[src/rtl/basic_search_scheduler.sv]
// Sequencer for one basic-layer integer search: loads the current block, staggers
// reference/PE preparation, tags SAD tree outputs with their position and signals done.
module basic_search_scheduler #(
    parameter int unsigned CURR_BEATS  = 16,
    parameter int unsigned REF_PRELOAD = 8,
    parameter int unsigned SEARCH_COLS = 32,
    parameter int unsigned SEARCH_ROWS = 64,
    parameter int unsigned SAD_LAT     = 4
) (
    input  logic         clk,
    input  logic         rst_n,
    input  logic         start,
    input  logic         abort,
    input  logic         curr_valid,
    input  logic [511:0] curr_data,
    output logic         curr_ready,
    output logic [511:0] current_64pixels,
    output logic         ref_begin_prepare,
    output logic         pe_begin_prepare,
    input  logic [4:0]   search_column_count,
    input  logic [6:0]   search_row_count,
    output logic         sad_valid,
    output logic [4:0]   sad_col,
    output logic [6:0]   sad_row,
    output logic         busy,
    output logic         done
);

    localparam logic [4:0] BeatLast  = 5'(CURR_BEATS - 1);
    localparam logic [7:0] PreLast   = 8'(REF_PRELOAD);
    localparam logic [4:0] ColLast   = 5'(SEARCH_COLS - 1);
    localparam logic [6:0] RowLast   = 7'(SEARCH_ROWS - 1);
    localparam logic [3:0] DrainLast = 4'(SAD_LAT - 1);

    typedef enum logic [2:0] {StIdle, StLoad, StPreload, StSearch, StDrain} state_e;

    state_e     state_q;
    logic [4:0] beat_cnt_q;
    logic [7:0] pre_cnt_q;
    logic [3:0] drain_cnt_q;

    logic       kill;
    logic       push_valid;
    logic [4:0] push_col;
    logic [6:0] push_row;

    logic       pipe_valid_q [SAD_LAT];
    logic [4:0] pipe_col_q   [SAD_LAT];
    logic [6:0] pipe_row_q   [SAD_LAT];

    assign kill = abort && (state_q != StIdle);

    always_comb begin
        push_valid = (state_q == StSearch);
        push_col   = push_valid ? search_column_count : '0;
        push_row   = push_valid ? search_row_count : '0;
    end

    // Position tags travel alongside the SAD tree so each result leaves with its origin.
    always_ff @(posedge clk or negedge rst_n) begin
        if (!rst_n) begin
            for (int i = 0; i < int'(SAD_LAT); i++) begin
                pipe_valid_q[i] <= 1'b0;
                pipe_col_q[i]   <= '0;
                pipe_row_q[i]   <= '0;
            end
        end else if (kill) begin
            for (int i = 0; i < int'(SAD_LAT); i++) begin
                pipe_valid_q[i] <= 1'b0;
                pipe_col_q[i]   <= '0;
                pipe_row_q[i]   <= '0;
            end
        end else begin
            pipe_valid_q[0] <= push_valid;
            pipe_col_q[0]   <= push_col;
            pipe_row_q[0]   <= push_row;
            for (int i = 1; i < int'(SAD_LAT); i++) begin
                pipe_valid_q[i] <= pipe_valid_q[i-1];
                pipe_col_q[i]   <= pipe_col_q[i-1];
                pipe_row_q[i]   <= pipe_row_q[i-1];
            end
        end
    end

    assign sad_valid = pipe_valid_q[SAD_LAT-1];
    assign sad_col   = pipe_col_q[SAD_LAT-1];
    assign sad_row   = pipe_row_q[SAD_LAT-1];
    assign busy      = (state_q != StIdle);

    always_ff @(posedge clk or negedge rst_n) begin
        if (!rst_n) begin
            state_q           <= StIdle;
            beat_cnt_q        <= '0;
            pre_cnt_q         <= '0;
            drain_cnt_q       <= '0;
            curr_ready        <= 1'b0;
            current_64pixels  <= '0;
            ref_begin_prepare <= 1'b0;
            pe_begin_prepare  <= 1'b0;
            done              <= 1'b0;
        end else begin
            ref_begin_prepare <= 1'b0;
            pe_begin_prepare  <= 1'b0;
            done              <= 1'b0;
            if (kill) begin
                state_q    <= StIdle;
                curr_ready <= 1'b0;
            end else begin
                unique case (state_q)
                    StIdle: begin
                        if (start && !abort) begin
                            state_q    <= StLoad;
                            beat_cnt_q <= '0;
                            curr_ready <= 1'b1;
                        end
                    end
                    StLoad: begin
                        if (curr_valid && curr_ready) begin
                            current_64pixels <= curr_data;
                            beat_cnt_q       <= beat_cnt_q + 5'd1;
                            if (beat_cnt_q == BeatLast) begin
                                curr_ready        <= 1'b0;
                                state_q           <= StPreload;
                                ref_begin_prepare <= 1'b1;
                                pre_cnt_q         <= 8'd1;
                            end
                        end
                    end
                    StPreload: begin
                        if (pre_cnt_q == PreLast) begin
                            state_q          <= StSearch;
                            pe_begin_prepare <= 1'b1;
                        end else begin
                            pre_cnt_q <= pre_cnt_q + 8'd1;
                        end
                    end
                    StSearch: begin
                        // pe_begin_prepare is high only in the first SEARCH cycle, whose counts
                        // are stale and must not end the search.
                        if (!pe_begin_prepare && search_column_count == ColLast &&
                            search_row_count == RowLast) begin
                            state_q     <= StDrain;
                            drain_cnt_q <= '0;
                        end
                    end
                    StDrain: begin
                        if (done) begin
                            state_q <= StIdle;
                        end else begin
                            drain_cnt_q <= drain_cnt_q + 4'd1;
                            if (drain_cnt_q == DrainLast) begin
                                done <= 1'b1;
                            end
                        end
                    end
                    default: state_q <= StIdle;
                endcase
            end
        end
    end

endmodule

[config.mk]
export PLATFORM = sky130hd
export DESIGN_NAME = basic_search_scheduler
export DESIGN_NICKNAME = d
export VERILOG_FILES = /design/src/rtl/basic_search_scheduler.sv
export SDC_FILE = /design/constraint.sdc
export NUM_CORES = 1
export LEC_CHECK = 0
export CORE_AREA = 2 2 408 410
export DETAILED_ROUTE_END_ITERATION = 16
export DIE_AREA = 0 0 410 412
export DONT_BUFFER_PORTS = 1
export GPL_TIMING_DRIVEN = 0
export HOLD_SLACK_MARGIN = 0.02
export PLACE_DENSITY_LB_ADDON = 0.12
export SYNTH_ARGS = -nofsm -noshare
export SYNTH_HDL_FRONTEND = slang
export SYNTH_SLANG_ARGS = --single-unit
[constraint.sdc]
create_clock -name clk -period 2 [get_ports clk]
set_input_delay 0.3 -clock clk [delete_from_list [all_inputs] [get_ports clk]]
set_output_delay 0.3 -clock clk [all_outputs]
set_load 0.01 [all_outputs]
==> flow_summary.json <==
{
  "maxCapViolCount": 0,
  "drtPass1Iterations": 5,
  "layout.nets": 3586,
  "drive_above_1_share_pct": 12.3,
  "viasPerCell": 3.50,
  "grt_usage_pct": 13.5,
  "yosysUniqueCellTypes": 46,
  "cts_root_buf": "clkbuf_16",
  "worstPathArrival_ns": 2.62,
  "reg2reg_depth": 8,
  "core_area_mm2": 0.164,
  "power_density_mw_per_mm2": 1390,
  "rows": 149,
  "grt_pass1_vias": 19745,
  "tightest_slew_ns": 2.85,
  "h-tree-depth": 3,
  "synth-seq-area-share_pct": 66.3,
  "synth.ff_latch_count": 588,
  "ir_worst_vdd_uv": 637,
  "fin_hold_ws_ns": -0.663,
  "gp_congestion": 0.825,
  "fill_cells": 17960,
  "finalSetupViolations": 16,
  "violations": "negative hold slack, max-slew violations, negative setup slack",
  "p_total_mw": 47.9,
  "multi_input_area_mm2": 0.00725,
  "power.leakage_nw": 16.8,
  "synth_ff_type": "dfrtp_1",
  "clock.fmax_mhz": 496,
  "drt_iter0_markers": 980,
  "path_class": "reg2reg",
  "dieHeight_um": 412,
  "drc": 0,
  "grt_start_max_net_pins": 589,
  "seq_area_mm2": 0.0147,
  "path_max_fanout": 8,
  "cts_made_buffers": 80,
  "start_util_pct": 13.5,
  "clock_latency_ns": 0.68,
  "io_buffers": 0,
  "vias": 18594,
  "grt_first_pass_wirelength_um": 162000,
  "outcome": "complete, but fails checks",
  "synthArstFlopShare_pct": 100,
  "endpoint": "current_64pixels[118]",
  "cts_hold_buf": 527,
  "cts_tree": "yes",
  "rr_startpoint": "state_q[2]",
  "r2r_slack_ns": -0.02,
  "slew_violations": 260,
  "wirelength_um": 121000,
  "antenna_left": 0,
  "fin_crit_sh_pct": 101,
  "overflow": 0,
  "dieArea_mm2": 0.169,
  "syn_area_mm2": 0.0222,
  "synth_nets": 2958,
  "r2r_end": "current_64pixels[118]",
  "post-route-util_pct": 21.0,
  "cp-end-kind": "flip-flop",
  "crit_start": "state_q[2]",
  "boundaryPins": 1059,
  "die_w_um": 410,
  "area_growth_pct": 55.1,
  "cts.clk_slew.worst_paths_ns": 0.06,
  "finClkSkew_ns": 0.0193,
  "required_ns": 2.61,
  "yosysWarnings": 0,
  "synth_edf_count": 0,
  "start_kind": "flip-flop",
  "syn-mean-instance-area_um2": 9.16,
  "rsz0062_at_grt": "true",
  "dp_hpwl_um": 90700,
  "fin_crit_ns": 2.02,
  "relSlewSlack_pct": -90.2,
  "hp-class": "in2async",
  "clk_path_buf_depth": 3,
  "synth_cells": 2424,
  "finalWorstSetupSlack_ns": -0.0169,
  "detail_route.wl_per_cell_um": 22.7,
  "cts.sinks": 588,
  "antenna_found_initial": 25,
  "hold_viol_final": 588
}
[worst max-delay path, stage by stage (launching register included)]
cell and delay [ns]:
dfrtp_1 0.37, buf_6 0.13, nor4b_4 0.34, and3_4 0.28
buf_12 0.21, clkbuf_16 0.24, buf_12 0.18, nand2_4 0.09
nand2_1 0.07
[cells in the mapped netlist (all sizes together) (4+ instances only)]
cell / n / area [µm²]
a21oi: 6 / 41.3
o31ai: 5 / 37.5
and2: 53 / 332
and3: 4 / 25.0
clkbuf: 65 / 244
nand2: 1548 / 5810
dfrtp: 588 / 14700
buf: 71 / 398
nor2: 8 / 30.0
inv: 9 / 33.8
o21ai: 7 / 35.0
ha: 5 / 62.6
nand3: 6 / 30.0
nand2b: 4 / 25.0
[metrics by stage]
| step | TNS (ns) | cell area (µm²) | setup slack, ns | cells | hold slack (ns) |
|---|---|---|---|---|---|
| floorplan | 0 | 22200 | 0.184 | 2424 | 0.00441 |
| global placement | -422.34 | 24900 | -1.98 | 4613 | 0.0158 |
| detailed placement | -416.77 | 24900 | -1.23 | 4613 | 0.0180 |
| CTS | -13.49 | 33300 | -0.144 | 5280 | -0.756 |
| global route | -18.21 | 34400 | -0.123 | 5304 | -0.740 |
| finish | -0.107 | 34400 | -0.0169 | 5307 | -0.663 |
[sequential cells by signal (all words and copies together), names as in the netlist, 3 cells and up]
signal,count
current_64pixels,512
pipe_row_q,21
pipe_col_q,15
pre_cnt_q,8
sad_row,7
beat_cnt_q,5
sad_col,5
drain_cnt_q,4
pipe_valid_q,3
state_q,3
[timing repair]
action                                  in CTS  in global routing
endpoints found under the setup margin     558                543
hold endpoints to repair                  1121                588
cloned                                       0                 12
buffers inserted                             0                  7
pin swaps                                    0                 27
resized for setup                          175                273
[routing by layer]
layer	share of wire (%)	track usage (%)	vias up
met5	0.12	0	-
met4	2.3	3.70	22
met3	7.0	4.12	149
met2	51	23.5	669
met1	40	16.1	9110
li1	-	-	8644
[cell type report]
cell class,instances,share of cell area [%]
clock inverters,33,1.09
multi-input cells,1691,21.1
plain buffers,136,4.12
well taps,2189,7.96
diodes,8,0.0582
flip-flops and latches,588,42.7
repair buffers,546,16.4
clock buffers,107,6.46
inverters,9,0.0981
[cell usage in the layout, fill, tap and decap left out, drive strengths merged, types with 5 or more instances in the layout]
| cell type | Yosys | routed |
|---|---|---|
| diode | 0 | 8 |
| clkinv | 0 | 25 |
| clkbuf | 65 | 158 |
| a21oi | 6 | 6 |
| buf | 71 | 104 |
| nand3 | 6 | 6 |
| nor2 | 8 | 8 |
| ha | 5 | 5 |
| dfrtp | 588 | 588 |
| o21ai | 7 | 7 |
| o31ai | 5 | 5 |
| nand2 | 1548 | 1548 |
| inv | 9 | 10 |
| dlygate4sd3 | 0 | 527 |
| and2 | 53 | 53 |
[cell families after synthesis]
group / share of synthesized area [%]
compound gates: 0.958
flops: 66.3
buf+inv: 3.04
xor+xnor: 0.0789
simple gates: 29.1
mux: 0.242
fa+ha+maj: 0.282
[how the worst min path moves through the flow]
stage | startpoint | end
finish | rst_n | current_64pixels[381]
global route | rst_n | current_64pixels[411]
CTS | rst_n | current_64pixels[381]
detailed placement | rst_n | current_64pixels[381]
global placement | rst_n | current_64pixels[381]
floorplan | rst_n | beat_cnt_q[0]
[power by group]
group / total (mW) / switching (mW) / leakage (nW) / internal, mW
registers: 25.0 / 8.30 / 7.44 / 16.7
clock network: 14.5 / 6.21 / 1.27 / 8.26
logic: 8.39 / 4.67 / 8.06 / 3.73
total: 47.9 / 19.2 / 16.8 / 28.7
No activity file was read; power rests on OpenSTA's default activity.
